`config.mk`:
```
export PLATFORM = sky130hd
export DESIGN_NAME = bt_tx_arbiter
export DESIGN_NICKNAME = d
export VERILOG_FILES = /design/src/rtl/bt_tx_arbiter.sv
export SDC_FILE = /design/constraint.sdc
export NUM_CORES = 1
export LEC_CHECK = 0
export CORE_ASPECT_RATIO = 1.25
export CORE_MARGIN = 2
export CORE_UTILIZATION = 44
export CTS_CLUSTER_DIAMETER = 40
export DETAILED_ROUTE_END_ITERATION = 10
export GPL_TIMING_DRIVEN = 0
export PLACE_DENSITY = 0.76
export SYNTH_ARGS = -nofsm -noshare
export SYNTH_HDL_FRONTEND = slang
export SYNTH_SLANG_ARGS = --single-unit
export TNS_END_PERCENT = 10
```
`constraint.sdc`:
```
create_clock -name clk -period 1.95 [get_ports clk]
set_input_delay 0.39 -clock clk [delete_from_list [all_inputs] [get_ports clk]]
set_output_delay 0.39 -clock clk [all_outputs]
set_load 0.01 [all_outputs]
```
`src/rtl/bt_tx_arbiter.sv`:
```
// Packet-level round-robin arbiter in front of the Bluetooth UART transmitter.
// Grant stays locked to one requester until its last byte or a timeout abort.
module bt_tx_arbiter #(
    parameter int N       = 3,
    parameter int TIMEOUT = 1023,
    parameter int TW      = 10
) (
    input  logic           clk,
    input  logic           reset,
    input  logic [N-1:0]   req,
    input  logic [8*N-1:0] data,
    input  logic [N-1:0]   last,
    output logic [N-1:0]   ack,
    output logic [N-1:0]   grant,
    output logic [7:0]     tx_data,
    output logic           tx_send,
    input  logic           tx_busy,
    output logic           err_timeout,
    output logic           active
);

    localparam int PW = (N > 1) ? $clog2(N) : 1;

    typedef enum logic [2:0] {
        IDLE, CAPTURE, LOAD, WAIT_HI, WAIT_LO, NEXT
    } state_t;

    state_t        state, state_nxt;
    logic [TW-1:0] cnt;
    logic [PW-1:0] ptr, gidx, win, idx;
    logic          found, last_q, timed_out, release_pkt;

    assign timed_out = (cnt == TW'(TIMEOUT));
    assign active    = (state != IDLE);

    // Scan starts one past the previous owner so every source gets a turn.
    always_comb begin
        found = 1'b0;
        win   = '0;
        idx   = '0;
        for (int k = 1; k <= N; k++) begin
            idx = PW'((int'(ptr) + k) % N);
            if (!found && req[idx]) begin
                found = 1'b1;
                win   = idx;
            end
        end
    end

    always_comb begin
        state_nxt   = state;
        ack         = '0;
        tx_send     = 1'b0;
        err_timeout = 1'b0;
        release_pkt = 1'b0;
        unique case (state)
            IDLE: begin
                if (found)
                    state_nxt = CAPTURE;
            end
            CAPTURE: begin
                ack       = grant;
                state_nxt = LOAD;
            end
            LOAD: begin
                // Hold off the start pulse while the transmitter is still busy.
                if (!tx_busy) begin
                    tx_send   = 1'b1;
                    state_nxt = WAIT_HI;
                end
            end
            WAIT_HI: begin
                if (tx_busy) begin
                    state_nxt = WAIT_LO;
                end else if (timed_out) begin
                    err_timeout = 1'b1;
                    release_pkt = 1'b1;
                    state_nxt   = IDLE;
                end
            end
            WAIT_LO: begin
                if (!tx_busy) begin
                    if (last_q) begin
                        release_pkt = 1'b1;
                        state_nxt   = IDLE;
                    end else begin
                        state_nxt = NEXT;
                    end
                end
            end
            NEXT: begin
                if (req[gidx]) begin
                    state_nxt = CAPTURE;
                end else if (timed_out) begin
                    err_timeout = 1'b1;
                    release_pkt = 1'b1;
                    state_nxt   = IDLE;
                end
            end
            default: state_nxt = IDLE;
        endcase
    end

    always_ff @(posedge clk or posedge reset) begin
        if (reset) begin
            state   <= IDLE;
            cnt     <= '0;
            ptr     <= '0;
            gidx    <= '0;
            grant   <= '0;
            tx_data <= '0;
            last_q  <= 1'b0;
        end else begin
            state <= state_nxt;
            if (state_nxt != state)
                cnt <= '0;
            else if (state == WAIT_HI || state == NEXT)
                cnt <= cnt + 1'b1;
            if (state == IDLE && found) begin
                grant <= N'(1) << win;
                gidx  <= win;
            end
            if (state == CAPTURE) begin
                tx_data <= data[{gidx, 3'b000} +: 8];
                last_q  <= last[gidx];
            end
            if (release_pkt) begin
                grant <= '0;
                ptr   <= gidx;
            end
        end
    end

endmodule

```
# --- Yosys cells after proc, flatten, opt, wreduce, memory -nomap -nowiden ---
# Index checks and enable logic that the tools add are counted.
totals:
  out_inout_bits: 17
  input_bits: 33
  ff_bits: 29
classes:
  muxes: 38
  shifts: 2
  add_sub_neg: 4
  div: 3
  n_eq_ne: 7
  order_cmp: 4
  reduce_logical: 10
op_table:
  columns: ["operator", "n"]
  rows:
  - ["32-bit by 3-bit modulo with 32-bit output (second input constant)", 3]
  - ["3-bit two-way mux", 10]
  - ["24-bit by 6-bit indexed part select with 8-bit output", 1]
  - ["10-bit two-way mux", 2]
  - ["3-bit one-hot mux with 6 select lines", 1]
  - ["1-bit two-way mux", 15]
  - ["2-bit by 3-bit < comparator with 1-bit output (second input constant)", 4]
  - ["10-bit by 1-bit adder with 10-bit output (second input constant)", 1]
  - ["1-bit binary-select mux with 2-bit select", 5]
  - ["10-bit equality test (second input constant)", 1]
  - ["2-bit by 2-bit adder with 3-bit output (second input constant)", 2]
  - ["3-bit by 2-bit equality test with 1-bit output (second input constant)", 2]
  - ["3-bit equality test (second input constant)", 2]
  - ["2-bit two-way mux", 3]
  - ["2-bit nonzero test", 2]
  - ["2-bit by 1-bit adder with 3-bit output (second input constant)", 1]
  - ["3-bit by 1-bit equality test with 1-bit output (second input constant)", 1]
  - ["1-bit logical AND", 3]
  - ["3-bit zero test", 1]
  - ["3-bit inequality test", 1]
  - ["1-bit one-hot mux with 3 select lines", 1]
  - ["3-bit nonzero test", 1]
  - ["1-bit by 2-bit left shift with 3-bit output (first input constant)", 1]
  - ["1-bit zero test", 2]
  - ["2 further kinds", 2]

# --- Longest topological paths before layout ---
# Gate-level depths: netlist of the first run.
depth:
  depth_word: 15
  depth_mapped: 9
  mapped_depth_nobuf: 7

# --- Worst setup path before layout of the first run ---
# OpenSTA, ideal clock, no wires.
synth_path:
  kind: "register to register"
  startpoint: "reg ptr[0]"
  endpoint: "reg cnt[0]"
  path_stages_with_launch: 9
  period_less_slack_ns: 1.808
  arrival_ns: 1.721
  t_required_ns: 1.864
  slack_ns: 0.142
  path_cell_list: "dfrtp_1 > inv_1 > ha_1 > nand2b_1 > a21boi_0 > nor4_2 > o21ai_0 > buf_2 > nor3_1"
synth_via:
  elab_chain_cells: 15
synth_rtl:
  columns: ["item", "line", "source"]
  rows:
  - ["start, declared", "30", "logic [PW-1:0] ptr, gidx, win, idx;"]
  - ["start signal, assigned", "129", "ptr <= gidx;"]
  - ["2-bit by 1-bit adder with 3-bit output", "42", "idx = PW'((int'(ptr) + k) % N);"]
  - ["32-bit by 3-bit modulo with 32-bit output", "42", null]
  - ["1-bit binary-select mux with 2-bit select", "43", "if (!found && req[idx]) begin"]
  - ["1-bit two-way mux (not written as such)", "43", null]
  - ["1-bit two-way mux", "43", null]
  - ["1-bit zero test", "43", null]
  - ["1-bit logical AND", "43", null]
  - ["1-bit two-way mux", "43", null]
  - ["1-bit zero test", "43", null]
  - ["1-bit logical AND", "43", null]
  - ["1-bit two-way mux *", "43", null]
  - ["3-bit two-way mux *", "58", "if (found)"]
  - ["3-bit one-hot mux with 6 select lines *", "56", "unique case (state)"]
  - ["3-bit inequality test *", "115", "if (state_nxt != state)"]
  - ["10-bit two-way mux or 2-bit nonzero test (tied branches)", null, null]
  - ["end signal, assigned", "118", "cnt <= cnt + 1'b1;"]
  - ["end, declared", "29", "logic [TW-1:0] cnt;"]
# Every way passes the cells marked *; elsewhere a longest branch is shown, timed or not. The select of a mux whose other input is x is not followed.
# A chain may end at the register's enable or synchronous reset.

# --- Worst setup path after layout of the first run ---
layout_path:
  startpoint: "reg ptr[0]"
  endpoint: "reg grant[0]"
layout_via:
  elab_chain_cells: 14
layout_rtl:
  columns: ["item", "line", "source"]
  rows:
  - ["2-bit by 1-bit adder with 3-bit output", "42", null]
  - ["32-bit by 3-bit modulo with 32-bit output", "42", null]
  - ["1-bit binary-select mux with 2-bit select", "43", null]
  - ["1-bit two-way mux (not written as such)", "43", null]
  - ["1-bit two-way mux", "43", null]
  - ["1-bit zero test", "43", null]
  - ["1-bit logical AND", "43", null]
  - ["1-bit two-way mux", "43", null]
  - ["1-bit zero test", "43", null]
  - ["1-bit logical AND", "43", null]
  - ["2-bit two-way mux", "43", null]
  - ["1-bit by 2-bit left shift with 3-bit output", "120", "grant <= N'(1) << win;"]
  - ["3-bit two-way mux", "119", "if (state == IDLE && found) begin"]
  - ["3-bit two-way mux", "127", "if (release_pkt) begin"]
  - ["end signal, assigned", "120", null]
  - ["end, declared", "14", "output logic [N-1:0] grant,"]
# Parallel ways exist; a longest one is shown, timed or not. The select of a mux whose other input is x is not followed.

==> results.json, run 1 <==
{
  "status": "finished, violations left",
  "violations": "setup timing",
  "fillers": 322,
  "detail_route.vias_per_cell": 5.391,
  "grt_util_met2_pct": 35.91,
  "min_path_type": "register to register",
  "async_flop_share_pct": 100.0,
  "grt_max_degree": 30,
  "tightest_slew_ns": 1.116,
  "pin_count": 50,
  "die_h_um": 77.29,
  "first_pass_iters": 5,
  "grtUsageMet1_pct": 24.09,
  "crit_type": "register to register",
  "finalHoldViolations": 0,
  "cp-end-kind": "register",
  "cts_root_buf": "clkbuf_8",
  "htreeDepth": 2,
  "grt_remaining_overflow": 0,
  "rows": 26,
  "route.detailed.drc": 0,
  "final_cell_mix": "clkdlybuf4s50_1 (40), dfrtp_1 (27), nor2_1 (25)",
  "grt_pass1_wl_um": 7948,
  "cts_tree": "done",
  "clk_pin_slew_worst_paths_ns": 0.06,
  "antennaDiodeCount": 0,
  "r2r_start": "ptr[0]",
  "setup_slack_ns": -0.03444,
  "dpl_cell_area_sq_um": 2451,
  "period_needed_ns": 1.984,
  "regArea_sq_um": 728.2,
  "hold_start": "tx_data[0]",
  "cap_violations": 0,
  "place_hpwl_um": 3423,
  "syn_area_sq_um": 1891,
  "powerDensity_nw_per_um2": 1373,
  "cts_hold_buf": 0,
  "grt_antenna_before_repair": 0,
  "multi_input_area_sq_um": 1259,
  "yosysWarnings": 0,
  "final_nets": 320,
  "fin_util_pct": 69.75,
  "fp.dieArea_sq_um": 4840,
  "synthCells": 212,
  "r2r_end": "grant[0]",
  "r2r_setup_slack_ns": -0.03,
  "p_leak_nw": 1.201,
  "synth_cell_type_count": 45,
  "via_count": 1833,
  "drt_iter0_drc": 121,
  "grt_pass1_vias": 1736,
  "initial_utilization_pct": 46.12,
  "finish.instance_area_sq_um": 2859,
  "ant_nets": 0,
  "crit_fanout": 5,
  "fp.dieW_um": 62.63,
  "layout_commonest_cell": "clkdlybuf4s50_1",
  "io_buffers": 49,
  "min_path_cells": 2,
  "rsz0062_at_grt": "true",
  "layout-drive-gt1-share_pct": 24.65,
  "place.gp.congestion": 0.8517,
  "clock_sinks": 29,
  "routed_wl_um": 5244,
  "synth-seq-cells": 29,
  "top_usage_layer": "met2",
  "crit_required_ns": 2.12,
  "synth.avg_cell_area_sq_um": 8.918,
  "worst_clock_skew_ns": 0.007015,
  "syn-num-nets": 249,
  "arrival_ns": 2.15,
  "relSlewSlack_pct": 25.50,
  "core_area_sq_um": 4099,
  "maxClockFrequency_mhz": 503.9,
  "period_share_pct": 101.8,
  "use_met3_pct": 5.572,
  "holdPathEnd": "tx_data[0]",
  "yosysSeqAreaShare_pct": 38.39,
  "routedWlPerCell_um": 15.42,
  "insertion_delay_ns": 0.28,
  "hold_slack_ns": 0.5398,
  "r2r_cells": 8,
  "cts_buffer_depth": 2,
  "grtUsageTotal_pct": 20.58,
  "setup_viol": 2,
  "cp-start-kind": "register",
  "finalSetupTns_ns": -0.06467,
  "dp_slack_ns": -0.7037,
  "ir_drop_mv": 0.7433,
  "synthFlopType": "dfrtp_1",
  "synth_edf_count": 0,
  "cts_buffers": 5,
  "drv_slew": 0,
  "area_delta_synth_final_pct": 51.22
}
[cells in the mapped netlist, types with 2 or more instances]
cell type	n	area, sq um
nand3_1	3	15.01
o21ai_0	7	35.03
nor3_1	16	80.08
a31oi_1	3	18.77
clkbuf_1	4	15.01
ha_1	4	50.05
nand2b_1	5	31.28
buf_2	5	25.02
a21oi_1	19	95.09
and2b_1	2	15.01
mux2i_1	15	150.1
xnor2_1	8	70.07
buf_4	2	15.01
dfrtp_1	29	725.7
xor2_1	2	17.52
o22ai_1	5	31.28
nand2_1	13	48.80
nor2_1	26	97.59
nor2b_1	3	18.77
and2_1	5	31.28
o21a_1	2	15.01
inv_1	11	41.29
[timing repair]
action | in CTS | in global routing
setup buffers | 4 | 10
gates resized for setup | 32 | 40
pin swaps | 3 | 9
endpoints found under the setup margin | 21 | 21
gates cloned | 0 | 1
[report_power, final]
group / internal (mW) / leakage, nW / switching (mW) / total, mW
registers: 0.804 / 0.364 / 0.148 / 0.953
clock network: 0.246 / 0.0450 / 0.225 / 0.472
logic: 1.20 / 0.793 / 1.31 / 2.50
[layout make-up]
| class | instances | share of cell area [%] |
|---|---|---|
| buffer | 11 | 2.932 |
| clock buffer | 6 | 2.538 |
| clock inverter | 2 | 0.3501 |
| inverter | 11 | 1.444 |
| multi-input combinational | 161 | 44.03 |
| sequential | 29 | 25.47 |
| tap | 56 | 2.451 |
| timing repair buffer | 64 | 20.79 |
[critical path: stages (launching register included)]
cell     delay (ns)
dfrtp_1        0.43
inv_2          0.12
ha_4           0.18
mux2i_1        0.31
o22ai_4        0.14
nor4_4         0.20
buf_4          0.17
nor2_4         0.05
o221a_2        0.28
[through the flow]
stage	power, mW	cells
2_1_floorplan	2.209	212
3_3_place_gp	2.858	317
3_5_place_dp	2.889	317
4_1_cts	3.501	329
5_1_grt	4.187	340
6_report	3.926	340
[how the worst max path moves through the flow]
stage,from,end,slack [ns],depth (start not counted)
floorplan,ptr[0],cnt[0],0.14,8
global placement,req[2],err_timeout,-0.70,5
detailed placement,req[2],err_timeout,-0.70,5
CTS,cnt[0],err_timeout,-0.25,5
global route,ptr[0],grant[0],-0.13,8
finish,ptr[0],grant[0],-0.03,8
[per-layer routing]
metal,routed length (um),vias to the layer above
met4,74,0
met1,2123,892
met2,2785,48
met5,0,-
li1,-,885
met3,261,8
[sequential cells by signal (all words and copies together), names as in the netlist]
register and flops:
cnt 10, tx_data 8, gidx 2, grant 3, state 3, ptr 2, last_q 1
[cells by family after synthesis]
family | Yosys count | share of synthesized area (%)
mux | 16 | 8.735
compound gates | 48 | 17.41
xor+xnor | 10 | 4.633
flops | 29 | 38.39
fa+ha+maj | 4 | 2.647
simple gates | 83 | 23.10
buf+inv | 22 | 5.095
Note: power is estimated with default switching activity, not from simulation.
==> inputs of run 2 (changes only) <==
--- a/config.mk
+++ b/config.mk
@@ -5,7 +5,7 @@
 export SDC_FILE = /design/constraint.sdc
 export NUM_CORES = 1
 export LEC_CHECK = 0
-export CORE_ASPECT_RATIO = 1.25
+export CORE_ASPECT_RATIO = 1.5
 export CORE_MARGIN = 2
 export CORE_UTILIZATION = 44
 export CTS_CLUSTER_DIAMETER = 40
==> run 2 against run 1 <==
  * The run still ends with setup timing left
  * Critical path depth decreased by 5
  * First-iteration DRC count down 64%
  * Via count down 0.55%
  * Clock power hardly changed
  * Register-to-register slack better by 0.03 ns
  * Hold slack worse by 0.0089 ns
  * Critical path type is now register to output port
  * Critical endpoint is now active
==> results.json, run 2 (synthesis results as in run 1) <==
{
  "cts_buffers": 5,
  "layout_commonest_cell": "clkdlybuf4s50_1",
  "r2r_cells": 9,
  "first_pass_iters": 4,
  "fp.dieArea_sq_um": 4848,
  "grt_remaining_overflow": 0,
  "dpl_cell_area_sq_um": 2439,
  "cts_hold_buf": 0,
  "relSlewSlack_pct": 25.34,
  "cp-end-kind": "output port",
  "drv_slew": 0,
  "period_share_pct": 103.0,
  "routedWlPerCell_um": 15.91,
  "startpoint": "state[0]",
  "initial_utilization_pct": 45.31,
  "hold_slack_ns": 0.5309,
  "cts_tree": "done",
  "cts_root_buf": "clkbuf_8",
  "r2r_setup_slack_ns": 0,
  "grt_antenna_before_repair": 0,
  "crit_type": "register to output port",
  "grt_pass1_vias": 1735,
  "pin_count": 50,
  "die_h_um": 84.28,
  "instances_no_fill": 328,
  "place_hpwl_um": 3434,
  "clk_pin_slew_worst_paths_ns": 0.06,
  "p_leak_nw": 1.221,
  "setup_viol": 3,
  "cpPeakStageDelay_ns": 0.45,
  "detail_route.vias_per_cell": 5.558,
  "clock_sinks": 29,
  "arrival_ns": 1.62,
  "crit_fanout": 5,
  "largest_reg_flops": 10,
  "io_buffers": 49,
  "place.gp.congestion": 0.8470,
  "drt_iter0_drc": 44,
  "worst_clock_skew_ns": 0.003576,
  "layout-drive-gt1-share_pct": 25.89,
  "dp.cells": 307,
  "finalHoldViolations": 0,
  "ant_nets": 0,
  "min_path_type": "register to register",
  "r2r_end": "grant[0]",
  "cts_buffer_depth": 2,
  "final_nets": 318,
  "status": "finished, violations left",
  "fp.dieW_um": 57.52,
  "insertion_delay_ns": 0.29,
  "grt_max_degree": 30,
  "grtUsageTotal_pct": 21.02,
  "crit_required_ns": 1.56,
  "finish.instance_area_sq_um": 2904,
  "cp_slowest_cell": "dfrtp_2",
  "rows": 29,
  "via_count": 1823,
  "largest_registers": "cnt x10, tx_data x8",
  "finalSetupTns_ns": -0.08393,
  "area_delta_synth_final_pct": 53.61,
  "powerDensity_nw_per_um2": 1425,
  "routed_wl_um": 5219,
  "regMostFlops": "cnt",
  "min_path_cells": 2,
  "ir_drop_mv": 1.270,
  "period_needed_ns": 2.009,
  "cp-start-kind": "register",
  "hold_start": "tx_data[5]",
  "rsz0062_at_grt": "true",
  "final_cell_mix": "clkdlybuf4s50_1 (39), dfrtp_1 (26), nor2_1 (25)",
  "route.detailed.drc": 0,
  "critPathBufInv": 2,
  "tightest_slew_ns": 1.119,
  "antennaDiodeCount": 0,
  "violations": "setup timing",
  "holdPathEnd": "tx_data[5]",
  "cap_violations": 0,
  "crit_family": "buffers and inverters",
  "grt_pass1_wl_um": 8017,
  "fillers": 328,
  "maxClockFrequency_mhz": 497.9,
  "core_area_sq_um": 4173,
  "regArea_sq_um": 729.5,
  "multi_input_area_sq_um": 1291,
  "crit_path_cell_trace": "or3_1 > clkbuf_1 > clkdlybuf4s15_1",
  "r2r_start": "ptr[1]",
  "fin_util_pct": 69.60,
  "htreeDepth": 2,
  "setup_slack_ns": -0.05853
}
-- run 2: cell count changes in the layout (fill, tap and decap cells not counted), moves of 2 or more --
cell	previous run	this run
buf_2	6	3
clkinv_2	2	0
buf_6	3	7
o22ai_2	0	2
clkbuf_1	4	6
buf_4	15	11
nor3_1	7	4
and2_4	0	2
nor3_4	1	5
and2_1	5	3
-- run 2: worst min-delay path, delay by kind of cell, from the launching register on --
kind / cells / cell delay [ns]
AO/OA/AOI/OAI: 1 / 0.10
flip-flops: 1 / 0.34
AND/OR/NAND/NOR: 1 / 0.05
-- run 2: where the power goes --
part	total, mW	internal [mW]	leakage, nW	switching, mW
registers	0.967	0.804	0.362	0.162
clock network	0.474	0.253	0.0395	0.222
logic	2.70	1.31	0.820	1.39
total	4.14	2.36	1.22	1.78
-- run 2: routing by layer --
metal | vias to the layer above | global-route usage [%] | routed length (um)
li1 | 881 | - | -
met1 | 881 | 24.61 | 1966
met2 | 50 | 36.36 | 2886
met3 | 11 | 4.777 | 240
met4 | 0 | 8.245 | 126
met5 | - | 0 | 0
-- run 2: layout make-up --
type	count	area share [%]
Multi-Input combinational cell	161	44.46
Timing Repair Buffer	62	21.33
Inverter	11	1.422
Tap cell	46	1.982
Buffer	11	2.930
Clock buffer	8	2.757
Sequential cell	29	25.12
-- run 2: metrics by stage --
step                power, mW  setup slack, ns
floorplan               2.209           0.1424
global placement        2.859          -0.7143
detailed placement      2.889          -0.7302
CTS                     3.480          -0.1392
global route            4.394         -0.09289
finish                  4.139         -0.05853
-- run 2: repair_timing --
| action | 4_1_cts | 5_1_grt |
|---|---|---|
| pin swaps | 5 | 8 |
| setup endpoints to repair | 18 | 23 |
| resized for setup | 39 | 49 |
| cloned | 0 | 2 |
| buffers inserted | 3 | 9 |
-- run 2: worst max-delay path by stage --
stage                       end  slack, ns  cells after the start
floorplan                cnt[0]       0.14                      8
global placement    err_timeout      -0.71                      5
detailed placement  err_timeout      -0.73                      5
CTS                 err_timeout      -0.14                      4
global route             active      -0.09                      3
finish                   active      -0.06                      3
==> inputs of run 3 (changes only) <==
--- a/config.mk
+++ b/config.mk
@@ -7,11 +7,11 @@
 export LEC_CHECK = 0
 export CORE_ASPECT_RATIO = 1.5
 export CORE_MARGIN = 2
-export CORE_UTILIZATION = 44
+export CORE_UTILIZATION = 52
 export CTS_CLUSTER_DIAMETER = 40
 export DETAILED_ROUTE_END_ITERATION = 10
 export GPL_TIMING_DRIVEN = 0
-export PLACE_DENSITY = 0.76
+export PLACE_DENSITY = 0.85
 export SYNTH_ARGS = -nofsm -noshare
 export SYNTH_HDL_FRONTEND = slang
 export SYNTH_SLANG_ARGS = --single-unit
==> constraint.sdc (replaced) <==
create_clock -name clk -period 2.32 [get_ports clk]
set_input_delay 0.464 -clock clk [delete_from_list [all_inputs] [get_ports clk]]
set_output_delay 0.464 -clock clk [all_outputs]
set_load 0.01 [all_outputs]
==> run 3 against run 2 <==
  * The flow now finishes without violations
  * Combinational power fell by 37%
  * Register-to-register slack gained 0.17 ns
  * Cell area shrank 12%
  * Critical endpoint is now err_timeout
  * Largest power group unchanged
  * Highest routed layer unchanged
==> results.json, run 3 (synthesis results as in run 1) <==
{
  "routedWlPerCell_um": 14.63,
  "io_buffers": 49,
  "cp_slowest_cell": "a221oi_4",
  "final_nets": 307,
  "dpl_cell_area_sq_um": 2434,
  "cp-end-kind": "output port",
  "relSlewSlack_pct": 25.89,
  "grtUsageTotal_pct": 23.83,
  "finish.instance_area_sq_um": 2570,
  "fp.dieArea_sq_um": 4144,
  "regMostFlops": "cnt",
  "grt_antenna_before_repair": 0,
  "die_h_um": 77.85,
  "fillers": 261,
  "grt_remaining_overflow": 0,
  "drt_iter0_drc": 62,
  "clk_pin_slew_worst_paths_ns": 0.06,
  "route.detailed.drc": 0,
  "period_share_pct": 98.33,
  "initial_utilization_pct": 54.83,
  "htreeDepth": 2,
  "regArea_sq_um": 725.7,
  "fp.dieW_um": 53.23,
  "largest_reg_flops": 10,
  "multi_input_area_sq_um": 1100,
  "area_delta_synth_final_pct": 35.94,
  "grt_max_degree": 30,
  "crit_fanout": 6,
  "cts_hold_buf": 0,
  "powerDensity_nw_per_um2": 1118,
  "finalHoldViolations": 0,
  "routed_wl_um": 4578,
  "critPathBufInv": 2,
  "cts_tree": "done",
  "core_area_sq_um": 3448,
  "worst_clock_skew_ns": 0.004064,
  "crit_path_cell_trace": "dlygate4sd2_1 > mux2_4 > a221oi_4 > o21a_1 > dlygate4sd2_1",
  "place_hpwl_um": 3358,
  "setup_viol": 0,
  "crit_top_cell": "dlygate4sd2_1",
  "pin_count": 50,
  "cts_root_buf": "clkbuf_8",
  "layout_commonest_cell": "clkdlybuf4s50_1",
  "drv_slew": 0,
  "cap_violations": 0,
  "p_leak_nw": 1.115,
  "clock_sinks": 29,
  "grt_pass1_vias": 1684,
  "crit_family": "buffers and inverters",
  "ir_drop_mv": 0.9802,
  "first_pass_iters": 4,
  "tightest_slew_ns": 1.110,
  "layout-drive-gt1-share_pct": 11.44,
  "place.gp.congestion": 0.8063,
  "largest_registers": "cnt x10, tx_data x8",
  "min_path_type": "register to register",
  "arrival_ns": 1.82,
  "via_count": 1755,
  "grt_pass1_wl_um": 7417,
  "ant_nets": 0,
  "crit_type": "primary input to output port",
  "finalSetupTns_ns": 0,
  "period_needed_ns": 2.281,
  "cpPeakStageDelay_ns": 0.34,
  "cp-start-kind": "primary input",
  "cts_buffers": 5,
  "cts_buffer_depth": 2,
  "maxClockFrequency_mhz": 438.4,
  "detail_route.vias_per_cell": 5.607,
  "insertion_delay_ns": 0.27,
  "crit_required_ns": 1.86,
  "rsz0062_at_grt": "true",
  "status": "finished clean",
  "rows": 26,
  "final_cell_mix": "clkdlybuf4s50_1 (41), dfrtp_1 (29), nor2_1 (25)",
  "antennaDiodeCount": 0
}
-- run 3: per-stage QoR --
step | setup WS (ns) | hold WS [ns] | util, % | instances | power (mW)
floorplan | 0.5124 | 0.4777 | - | 212 | 1.856
CTS | 0.02943 | 0.5308 | 73.88 | 312 | 2.866
finish | 0.03872 | 0.5290 | 74.53 | 313 | 2.874
global route | -0.02183 | 0.5701 | 74.53 | 313 | 3.097
detailed placement | -0.4950 | 0.5183 | 70.57 | 303 | 2.414
global placement | -0.4649 | 0.5035 | 70.57 | 303 | 2.393
-- run 3: timing repair --
| item | in CTS | in global routing |
|---|---|---|
| pin swaps | 2 | 1 |
| setup endpoints to repair | 4 | 4 |
| resized for setup | 12 | 4 |
| buffers inserted | 1 | 1 |
-- run 3: power breakdown --
| group | internal, mW | switching [mW] | total [mW] |
|---|---|---|---|
| clock network | 0.207 | 0.178 | 0.385 |
| registers | 0.674 | 0.109 | 0.783 |
| logic | 0.787 | 0.919 | 1.71 |
-- run 3: final cells by class --
class / count / area share [%]
clock buffer: 6 / 2.824
timing repair buffer: 51 / 19.57
buffer: 11 / 2.532
tap: 42 / 2.045
clock inverter: 2 / 0.3895
inverter: 11 / 1.607
sequential: 29 / 28.24
multi-input combinational: 161 / 42.79
-- run 3: worst paths after layout --
path                            cells past startpoint        from  slack [ns]          end
worst min-delay path                                2  tx_data[2]        0.53   tx_data[2]
worst max register to register                      8      ptr[0]        0.17       cnt[2]
max in group asynchronous                           2       reset        0.86       cnt[9]
worst min register to register                      2  tx_data[2]        0.53   tx_data[2]
min in group asynchronous                           2       reset        0.79   tx_data[5]
worst max-delay path                                5      req[2]        0.04  err_timeout
-- run 3: worst min-delay path, stage by stage (launching register included) --
cell,delay [ns]
dfrtp_1,0.34
nor2_1,0.05
a21oi_1,0.10
-- run 3: layer usage --
layer	wire length [um]	GRT usage [%]	vias up	part of all wire [%]
li1	-	-	864	-
met1	1773	27.27	834	39
met2	2550	40.86	51	56
met3	211	7.308	6	4.6
met4	42	7.436	0	0.92
met5	0	0	-	0
==> edit, RTL diff (settings of run 1) <==
Encoding of `state_t`: now one-hot (6 bits for 6 states).
--- a/src/rtl/bt_tx_arbiter.sv
+++ b/src/rtl/bt_tx_arbiter.sv
@@ -23,4 +23,4 @@
 
-    typedef enum logic [2:0] {
-        IDLE, CAPTURE, LOAD, WAIT_HI, WAIT_LO, NEXT
+    typedef enum logic [5:0] {
+        IDLE = 6'b000001, CAPTURE = 6'b000010, LOAD = 6'b000100, WAIT_HI = 6'b001000, WAIT_LO = 6'b010000, NEXT = 6'b100000
     } state_t;
Formal check against the unedited RTL: same outputs for any inputs over 10 cycles, from zero or initial values and one cycle with reset high; not proved beyond that.
==> edit against run 1 <==
The flow still finishes with violations (setup timing). Count of clock-buffer cells in the layout grew 1. Total power decreased by 5.3%. Cell area increased by 4.6%. Wire length rose by 7.7%. Critical path depth down 1. Synthesized area grew 7.2%. Sequential cell count increased by 3. Setup slack worse by 0.10 ns. Largest cell class unchanged.
==> edit: results (changes against run 1) <==
stage,metric,value,unit,change
clock_network,"Setup Fix Bufs, Post-CTS",6,,was 4
clock_network,CTS resizes,35,,was 32
timing,setup slack after layout,-0.1350,ns,was -0.03444 ns
timing,Finish-stage setup viols,19,,was 2
cells_and_area,clock buffer and inverter area fraction after layout,4.228,%,was 2.888%
cells_and_area,layout filler cell count,356,,was 322
synth,mux cell area share after synthesis,6.543,%,was 8.736%
status,result of the run,"finished, violations left",,unchanged
pwr,power dissipated by switching net loads,1.403,mW,was 1.680 mW
drt,post-detailed-route wirelength per cell,15.86,µm,was 15.42 µm
cells_and_area,synthesis-to-finish area growth,47.47,%,was 51.22%
synth,most instantiated cells after synthesis,"31 x sky130_fd_sc_hd__dfrtp_1, 28 x sky130_fd_sc_hd__nor2_1, 24 x sky130_fd_sc_hd__nand2_1, 15 x sky130_fd_sc_hd__o21ai_0, 14 x sky130_fd_sc_hd__a21oi_1",,"was 29 x sky130_fd_sc_hd__dfrtp_1, 26 x sky130_fd_sc_hd__nor2_1, 19 x sky130_fd_sc_hd__a21oi_1, 16 x sky130_fd_sc_hd__nor3_1, 15 x sky130_fd_sc_hd__mux2i_1"
status,violated checks,setup timing,,unchanged
timing,accumulated negative setup slack,-1.072,ns,was -0.06467 ns
setup_path,reg-to-reg startpoint,cnt[0],,was ptr[0]
timing,Slew @ Worst Pin,0.4667,ns,was 1.116 ns
synth,xor/xnor cell area share of the yosys netlist,5.185,%,was 4.633%
timing,worst hold margin,0.3278,ns,was 0.5398 ns
die,number of cell rows,27,,was 26
drt,detailed router's first-iteration violation count,136,,was 121
synth,syn_nets,262,,was 249
cells_and_area,multi-input gate share of total cell area,41.23,%,was 44.03%
global_routing,number of global-route vias before repair,1796,,was 1736
setup_path,Crit path max-delay family,buffers and inverters,,was flip-flops
timing,clock skew after layout,0.008504,ns,was 0.007015 ns
cells_and_area,sequential cell count of the final layout,32,,was 29
clock_network,clock input transition at the sequential cells of the worst setup and hold paths,0.08,ns,was 0.06 ns
global_routing,wire length of the first global-routing pass,8390,µm,was 7948 µm
cells_and_area,count of plain and timing-repair buffers in the layout,77,,was 75
pwr,Sequential Power Share,26.0,%,was 24.3%
cells_and_area,sequential cell area share,26.83,%,was 25.47%
setup_path,Worst EP arrival,1.69,ns,was 2.15 ns
==> edit: cell count changes in the layout (fill, tap and decap cells not counted), sizes merged, moves of 4 or more <==
cell and change:
o22ai -4, xnor2 -4, mux2i -4, nand2b -4, and2 -5, nor3 -11
nand4 +6, nand2 +11, xor2 +6, a21oi -5, o21ai +8
==> edit: worst max-delay path by stage <==
stage,depth (start not counted),start,endpoint
floorplan,9,ptr[1],grant[1]
global placement,6,req[2],err_timeout
detailed placement,6,req[2],err_timeout
CTS,9,ptr[1],cnt[0]
global route,9,cnt[0],cnt[5]
finish,7,state[2],ack[1]
==> edit: per-layer routing <==
| layer | share of wire, % | GRT usage [%] | up-vias |
|---|---|---|---|
| met5 | 0 | 0 | - |
| met1 | 42 | 25.82 | 950 |
| met3 | 5.4 | 4.231 | 11 |
| met4 | 1.8 | 6.596 | 0 |
| met2 | 50 | 35.46 | 77 |
| li1 | - | - | 944 |
